`config.mk`:
```
export PLATFORM = sky130hd
export DESIGN_NAME = dma_arbiter
export DESIGN_NICKNAME = d
export VERILOG_FILES = /design/src/rtl/dma_arbiter.sv
export SDC_FILE = /design/constraint.sdc
export NUM_CORES = 1
export LEC_CHECK = 0
export ABC_AREA = 1
export CORE_AREA = 3 3 331 333
export CTS_BUF_LIST = sky130_fd_sc_hd__clkbuf_16
export DETAILED_ROUTE_END_ITERATION = 10
export DIE_AREA = 0 0 334 336
export GPL_TIMING_DRIVEN = 1
export PLACE_DENSITY = 0.3
export SETUP_SLACK_MARGIN = 0.5
export SLEW_MARGIN = 15
export SYNTH_ARGS = -nofsm -noshare
export SYNTH_HDL_FRONTEND = slang
export SYNTH_SLANG_ARGS = --single-unit
```
`constraint.sdc`:
```
create_clock -name clk_i -period 2.5 [get_ports clk_i]
set_input_delay 0.375 -clock clk_i [delete_from_list [all_inputs] [get_ports clk_i]]
set_output_delay 0.375 -clock clk_i [all_outputs]
set_load 0.01 [all_outputs]
```
`src/rtl/dma_arbiter.sv`:
```
// -----------------------------------------------------------------------------
// dma_arbiter
//   Shares one TL-UH DMA host port into the coherent interconnect between
//   NumHosts IO DMA engines.
//
//   Channel A: round-robin arbitration. A grant is held while the device
//   stalls the first beat, and for the whole of a multi-beat Put. The device
//   source is {host index, host source}.
//   Channel D: routed back to the requester named by the upper source bits.
//   The source is stripped back to the host width.
//
//   The path is pure pass-through with zero added latency and no data
//   buffering. Only arbitration state is registered.
//
// Ports
//   clk_i, rst_ni    clock, asynchronous active-low reset
//   host_a_valid_i   per-requester A valid                    [NumHosts]
//   host_a_ready_o   per-requester A ready                    [NumHosts]
//   host_a_i         per-requester A payload, host source     [NumHosts*HostAW]
//   host_d_valid_o   per-requester D valid                    [NumHosts]
//   host_d_ready_i   per-requester D ready                    [NumHosts]
//   host_d_o         D payload, shared, host source           [HostDW]
//   dev_a_valid_o    DMA port A valid
//   dev_a_ready_i    DMA port A ready
//   dev_a_o          A payload, device source                 [DevAW]
//   dev_d_valid_i    DMA port D valid
//   dev_d_ready_o    DMA port D ready
//   dev_d_i          D payload, device source                 [DevDW]
//   err_o            1-cycle pulse per D beat with an unroutable source
//
// Payload layouts (MSB..LSB)
//   A: opcode[2:0] size[2:0] source address mask[DataWidth/8] data
//   D: opcode[2:0] size[2:0] source denied data
// -----------------------------------------------------------------------------

// Per-requester slice.
// Decodes the shared grant and D routing into this lane's handshakes.
module dma_arbiter_lane #(
    parameter int Lane = 0,
    parameter int IdxW = 1
) (
    input  logic            rst_ni,
    input  logic            gnt_any,
    input  logic [IdxW-1:0] gnt_idx,
    input  logic            dev_a_ready,
    input  logic            d_valid,
    input  logic [IdxW-1:0] d_idx,
    output logic            host_a_ready,
    output logic            host_d_valid
);

    logic is_gnt;
    logic is_dst;

    assign is_gnt = gnt_any & (gnt_idx == IdxW'(Lane));
    assign is_dst = d_idx == IdxW'(Lane);

    // Handshakes are forced low while reset is asserted.
    // Upstream sees no accept while the arbiter is being cleared.
    assign host_a_ready = rst_ni & dev_a_ready & is_gnt;
    assign host_d_valid = rst_ni & d_valid & is_dst;

endmodule

module dma_arbiter #(
    parameter int NumHosts        = 2,
    parameter int DataWidth       = 128,
    parameter int AddrWidth       = 38,
    parameter int HostSourceWidth = 2,
    parameter int SourceWidth     = HostSourceWidth + $clog2(NumHosts),
    localparam int IdxW           = $clog2(NumHosts),
    localparam int MaskW          = DataWidth / 8,
    localparam int HostAW         = 6 + HostSourceWidth + AddrWidth + MaskW + DataWidth,
    localparam int DevAW          = 6 + SourceWidth + AddrWidth + MaskW + DataWidth,
    localparam int HostDW         = 6 + HostSourceWidth + 1 + DataWidth,
    localparam int DevDW          = 6 + SourceWidth + 1 + DataWidth
) (
    input  logic                       clk_i,
    input  logic                       rst_ni,

    input  logic [NumHosts-1:0]        host_a_valid_i,
    output logic [NumHosts-1:0]        host_a_ready_o,
    input  logic [NumHosts*HostAW-1:0] host_a_i,
    output logic [NumHosts-1:0]        host_d_valid_o,
    input  logic [NumHosts-1:0]        host_d_ready_i,
    output logic [HostDW-1:0]          host_d_o,

    output logic                       dev_a_valid_o,
    input  logic                       dev_a_ready_i,
    output logic [DevAW-1:0]           dev_a_o,
    input  logic                       dev_d_valid_i,
    output logic                       dev_d_ready_o,
    input  logic [DevDW-1:0]           dev_d_i,

    output logic                       err_o
);

    // log2 of bytes per beat.
    // Put sizes above this value span multiple beats.
    localparam int LogBeatBytes = $clog2(MaskW);

    typedef enum logic [1:0] {
        IDLE  = 2'd0,   // no lock, grant follows the round-robin pick
        HOLD  = 2'd1,   // first beat offered but stalled, grant frozen
        BURST = 2'd2    // multi-beat Put in progress, grant frozen
    } state_e;

    state_e            state_q, state_d;
    logic [IdxW-1:0]   rr_ptr_q, rr_ptr_d;
    logic [IdxW-1:0]   grant_q, grant_d;
    logic [7:0]        beats_left_q, beats_left_d;
    logic              err_q;

    logic [NumHosts-1:0][HostAW-1:0] host_a;

    // Round-robin candidate search.
    logic [IdxW-1:0]   cand;
    logic [IdxW-1:0]   rr_idx;
    logic              rr_found;

    // Effective grant for this cycle.
    logic              gnt_any;
    logic [IdxW-1:0]   gnt_idx;
    logic [HostAW-1:0] gnt_pay;
    logic [2:0]        gnt_op;
    logic [2:0]        gnt_size;
    logic [7:0]        gnt_beats;
    logic [IdxW-1:0]   rr_next;
    logic              a_valid;
    logic              a_fire;

    // D routing.
    logic [IdxW-1:0]   d_idx;
    logic              d_routable;

    assign host_a = host_a_i;

    // ------------------------------------------------------------------
    // Round-robin pick: first valid requester at or after rr_ptr.
    // The search wraps to 0. Only used while IDLE.
    // ------------------------------------------------------------------
    always_comb begin
        cand     = '0;
        rr_idx   = '0;
        rr_found = 1'b0;
        for (int off = 0; off < NumHosts; off++) begin
            cand = IdxW'((int'(rr_ptr_q) + off) % NumHosts);
            if (!rr_found && host_a_valid_i[cand]) begin
                rr_found = 1'b1;
                rr_idx   = cand;
            end
        end
    end

    // HOLD and BURST pin the grant to the locked requester.
    // This keeps the payload stable under backpressure, and keeps the beats
    // of a Put contiguous.
    assign gnt_any  = (state_q == IDLE) ? rr_found : 1'b1;
    assign gnt_idx  = (state_q == IDLE) ? rr_idx   : grant_q;
    assign gnt_pay  = host_a[gnt_idx];
    assign gnt_op   = gnt_pay[HostAW-1 -: 3];
    assign gnt_size = gnt_pay[HostAW-4 -: 3];

    assign a_valid  = gnt_any & host_a_valid_i[gnt_idx];
    assign a_fire   = a_valid & dev_a_ready_i;

    assign rr_next  = (gnt_idx == IdxW'(NumHosts - 1)) ? '0 : gnt_idx + 1'b1;

    // Only PutFull (0) and PutPartial (1) carry data on A.
    // A Get of any size is a single A beat; its burst comes back on D.
    always_comb begin
        gnt_beats = 8'd1;
        if ((gnt_op == 3'd0 || gnt_op == 3'd1) && int'(gnt_size) > LogBeatBytes)
            gnt_beats = 8'd1 << (int'(gnt_size) - LogBeatBytes);
    end

    // ------------------------------------------------------------------
    // Lock FSM
    // ------------------------------------------------------------------
    always_comb begin
        state_d      = state_q;
        grant_d      = grant_q;
        beats_left_d = beats_left_q;
        rr_ptr_d     = rr_ptr_q;
        unique case (state_q)
            IDLE, HOLD: begin
                if (a_fire) begin
                    grant_d = gnt_idx;
                    if (gnt_beats > 8'd1) begin
                        state_d      = BURST;
                        beats_left_d = gnt_beats - 8'd1;
                    end else begin
                        state_d  = IDLE;
                        rr_ptr_d = rr_next;
                    end
                end else if (a_valid) begin
                    // Offered but not taken.
                    // Freeze so a later, higher-priority requester cannot
                    // swap the payload under a pending valid.
                    state_d = HOLD;
                    grant_d = gnt_idx;
                end
            end
            BURST: begin
                if (a_fire) begin
                    beats_left_d = beats_left_q - 8'd1;
                    if (beats_left_q == 8'd1) begin
                        state_d  = IDLE;
                        rr_ptr_d = rr_next;
                    end
                end
            end
            default: state_d = IDLE;
        endcase
    end

    always_ff @(posedge clk_i or negedge rst_ni) begin
        if (!rst_ni) begin
            state_q      <= IDLE;
            grant_q      <= '0;
            beats_left_q <= '0;
            rr_ptr_q     <= '0;
        end else begin
            state_q      <= state_d;
            grant_q      <= grant_d;
            beats_left_q <= beats_left_d;
            rr_ptr_q     <= rr_ptr_d;
        end
    end

    // ------------------------------------------------------------------
    // Channel A output.
    // The host index is spliced in above the host source. The host source
    // immediately follows opcode/size, so the remainder copies through.
    // ------------------------------------------------------------------
    assign dev_a_valid_o = rst_ni & a_valid;
    assign dev_a_o       = {gnt_pay[HostAW-1 -: 6], gnt_idx, gnt_pay[HostAW-7:0]};

    // ------------------------------------------------------------------
    // Channel D.
    // Routed purely by source, so it runs independently of the A lock.
    // ------------------------------------------------------------------
    assign d_idx      = dev_d_i[DevDW-7 -: IdxW];
    assign d_routable = int'(d_idx) < NumHosts;
    assign host_d_o   = {dev_d_i[DevDW-1 -: 6], dev_d_i[DevDW-7-IdxW:0]};

    // An unroutable beat is sunk so the device stream cannot deadlock.
    // Only possible when NumHosts is not a power of two.
    assign dev_d_ready_o = rst_ni & (d_routable ? host_d_ready_i[d_idx] : 1'b1);

    always_ff @(posedge clk_i or negedge rst_ni) begin
        if (!rst_ni) err_q <= 1'b0;
        else         err_q <= dev_d_valid_i & ~d_routable;
    end

    assign err_o = err_q;

    // ------------------------------------------------------------------
    // Per-requester handshake decode
    // ------------------------------------------------------------------
    for (genvar i = 0; i < NumHosts; i++) begin : g_lane
        dma_arbiter_lane #(
            .Lane (i),
            .IdxW (IdxW)
        ) u_lane (
            .rst_ni       (rst_ni),
            .gnt_any      (gnt_any),
            .gnt_idx      (gnt_idx),
            .dev_a_ready  (dev_a_ready_i),
            .d_valid      (dev_d_valid_i & d_routable),
            .d_idx        (d_idx),
            .host_a_ready (host_a_ready_o[i]),
            .host_d_valid (host_d_valid_o[i])
        );
    end

endmodule

```
==> impl_metrics.json <==
{
  "layout_setup_ws_ns": -0.103,
  "rsz0062_at_grt": "yes",
  "drc": 0,
  "hold_viol": 0,
  "vias_per_cell": 2.66,
  "overflow": 0,
  "die_w_microns": 334,
  "hold_path_class": "primary input to asynchronous set/reset pin",
  "cts_tree": "yes",
  "yosysTopAreaCell": "nand2_1",
  "violations": "setup timing",
  "power_mw": 14.5,
  "rows": 120,
  "end_kind": "primary output",
  "avgRoutedWirePerCell_microns": 23.4,
  "fillCellCount": 12400,
  "worstPathCellList": "nor2_4 -> nand3_4 -> nand2_8 -> clkinv_16 -> buf_8 -> buf_16 -> buf_12 -> buf_6 -> buf_6 -> buf_6 -> nand2_2 -> nand2_2 -> buf_6",
  "critPathLaunch": "state_q[1]$_DFFE_PN0P_",
  "multi_input_area_sq_um": 4010,
  "required_ns": 2.12,
  "cp_common_cell": "buf_6",
  "core_area_sq_um": 107000,
  "gp_congestion": 0.776,
  "reg2reg_from": "state_q[0]$_DFFE_PN0P_",
  "routed_wl_microns": 67700,
  "maxCapViolCount": 0,
  "postSynthCellCount": 906,
  "startpoint_type": "flip-flop",
  "setup_viol": 55,
  "initial_core_util_pct": 4.10,
  "power_density_nw_per_um2": 992,
  "cp_top_family": "buffers and inverters",
  "synthFlopType": "dfrtp_1",
  "crit_buf_inv": 8,
  "clkSinkCount": 12,
  "r2r_setup_slack_ns": -0.07,
  "fin_setup_tns_ns": -1.81,
  "fmax_mhz": 384,
  "status": "complete, but fails checks",
  "grt_pass1_vias": 7603,
  "yosys-top-cells-count": "nand2_1, buf_4, clkbuf_1, inv_1, nor2_1",
  "cellLeakagePower_nw": 6.65,
  "syn_nets": 1436,
  "portBuffers": 585,
  "fin_skew_ns": 0.00162,
  "post_dp_cell_area_sq_um": 11600,
  "grt_pass1_wl_microns": 77400,
  "synth_edf_count": 0,
  "synth.avg_cell_area_sq_um": 4.84,
  "clk_latency_ns": 0.24,
  "drt_iter0_markers": 206,
  "final_max_slew_viol_count": 0,
  "vias": 7705,
  "ir_drop_mv": 0.362,
  "async_flop_share_pct": 100,
  "worstReg2RegEnd": "beats_left_q[2]$_DFFE_PN0P_",
  "area_delta_synth_final_pct": 233,
  "slowest_delay_ns": 0.45,
  "slowest_stage": "dfrtp_2",
  "dieArea_sq_um": 112000,
  "cp_max_fo": 7,
  "synthTopCellsByArea": "nand2_1, buf_4, dfrtp_1",
  "synth_seq_cells": 12,
  "dp_slack_ns": -0.343,
  "crit_type": "flip-flop to primary output",
  "dr.pass1.iters": 4,
  "final_layout_size_suffix_gt1_share_pct": 45.6,
  "hold_buffers": 0,
  "ant_nets": 0,
  "ys_seq_area_share_pct": 6.84,
  "track_usage_pct": 10.5,
  "grt_max_degree": 44,
  "synth_area_sq_um": 4390,
  "fin_util_pct": 13.7,
  "hpwl_microns": 55000,
  "finalCritPeriodShare_pct": 104,
  "cp.arrival_ns": 2.23,
  "ios": 861,
  "reg2reg_depth": 19,
  "cts_buffers": 3,
  "yosysWarnings": 0,
  "finalCriticalPeriod_ns": 2.60,
  "synth_top_area_share_pct": 51.9,
  "clockBufferDepth": 2,
  "h-tree-depth": 1,
  "clk_pin_slew_ns": 0.05,
  "layout.area.seq_sq_um": 303,
  "stdcell_area_sq_um": 14600,
  "yosysUniqueCellTypes": 26,
  "fp.dieH_microns": 336,
  "cts-root-buf": "clkbuf_16",
  "antenna_found_initial": 21,
  "nets": 2024,
  "yosysMostFrequentCell": "nand2_1"
}
stage by stage:
| step | instances | hold slack, ns |
|---|---|---|
| final | 2899 | 0.143 |
| after global routing | 2896 | 0.165 |
| after CTS | 2817 | 0.499 |
| after detailed placement | 2773 | 0.483 |
| after global placement | 2773 | 0.483 |
| after floorplan | 906 | 0.0794 |
cell families (layout without fill, tap and decap cells):
family,count (synthesis),count (layout),share of synthesized area [%]
AOI/OAI and AO/OA,19,19,2.77
xor gates and xnor gates,1,1,0.200
adders and majority gates,4,4,1.14
buffers and inverters,212,798,30.9
DFF,12,12,6.84
other,1,5,0.0855
and+or+nand+nor,657,657,58.1
metal layers:
layer  track usage (%)  part of all wire, %  up-vias
met5                 0                 0.13        -
met4              1.32                  1.6       12
met3              9.91                   19       74
met2              16.4                   44      541
met1              10.5                   35     3326
li1                  -                    -     3752
sequential cells by signal, summed over array words and instances, names as in the netlist:
| register | count |
|---|---|
| beats_left_q | 8 |
| state_q | 2 |
| grant_q | 1 |
| rr_ptr_q | 1 |
area by class of cell:
cell class              count  area share, %
repair buffers            769           57.0
multi-input cells         682           27.4
well taps                1403           12.0
flip-flops and latches     12           2.07
inverters                  26          0.864
clock buffers               3          0.514
diodes                      4         0.0685
repair_timing:
item / 4_1_cts / 5_1_grt
gates cloned: 8 / 15
setup endpoints to repair: 207 / 207
endpoints found under the hold margin: 0 / 0
pin swaps: 9 / 86
setup buffers: 33 / 63
gates resized for setup: 451 / 764
power breakdown:
group	internal (mW)	switching, mW	leakage (nW)	total, mW
combinational	7.22	6.60	6.46	13.8
sequential	0.276	0.111	0.156	0.387
clock	0.209	0.0871	0.0370	0.296
total	7.71	6.79	6.65	14.5
placed cells by master (no fill, tap or decap), types with 4 or more instances in the layout:
master / n
nor2_4: 5
clkdlybuf4s15_2: 13
nor2_1: 13
inv_1: 18
o21ai_2: 4
o21ai_0: 8
buf_16: 14
clkbuf_16: 13
nand3_1: 10
buf_6: 135
buf_2: 48
nand2_4: 98
nor3_1: 5
clkbuf_2: 18
buf_12: 40
nand2_2: 186
inv_2: 6
dfrtp_1: 10
buf_4: 60
diode_2: 4
buf_8: 24
dlygate4sd2_1: 10
nand2_1: 328
dlymetal6s2s_1: 13
clkdlybuf4s50_1: 384
worst max path at each step:
stage	end	slack [ns]	cells after the start
6_report	dev_a_o[176]	-0.10	13
5_1_grt	beats_left_q[2]$_DFFE_PN0P_	-0.23	19
4_1_cts	dev_a_o[177]	-0.27	8
3_5_place_dp	dev_a_o[29]	-0.34	10
3_3_place_gp	dev_a_o[29]	-0.38	10
2_1_floorplan	beats_left_q[3]$_DFFE_PN0P_	0.21	18
No activity file was read; power rests on OpenSTA's default activity.
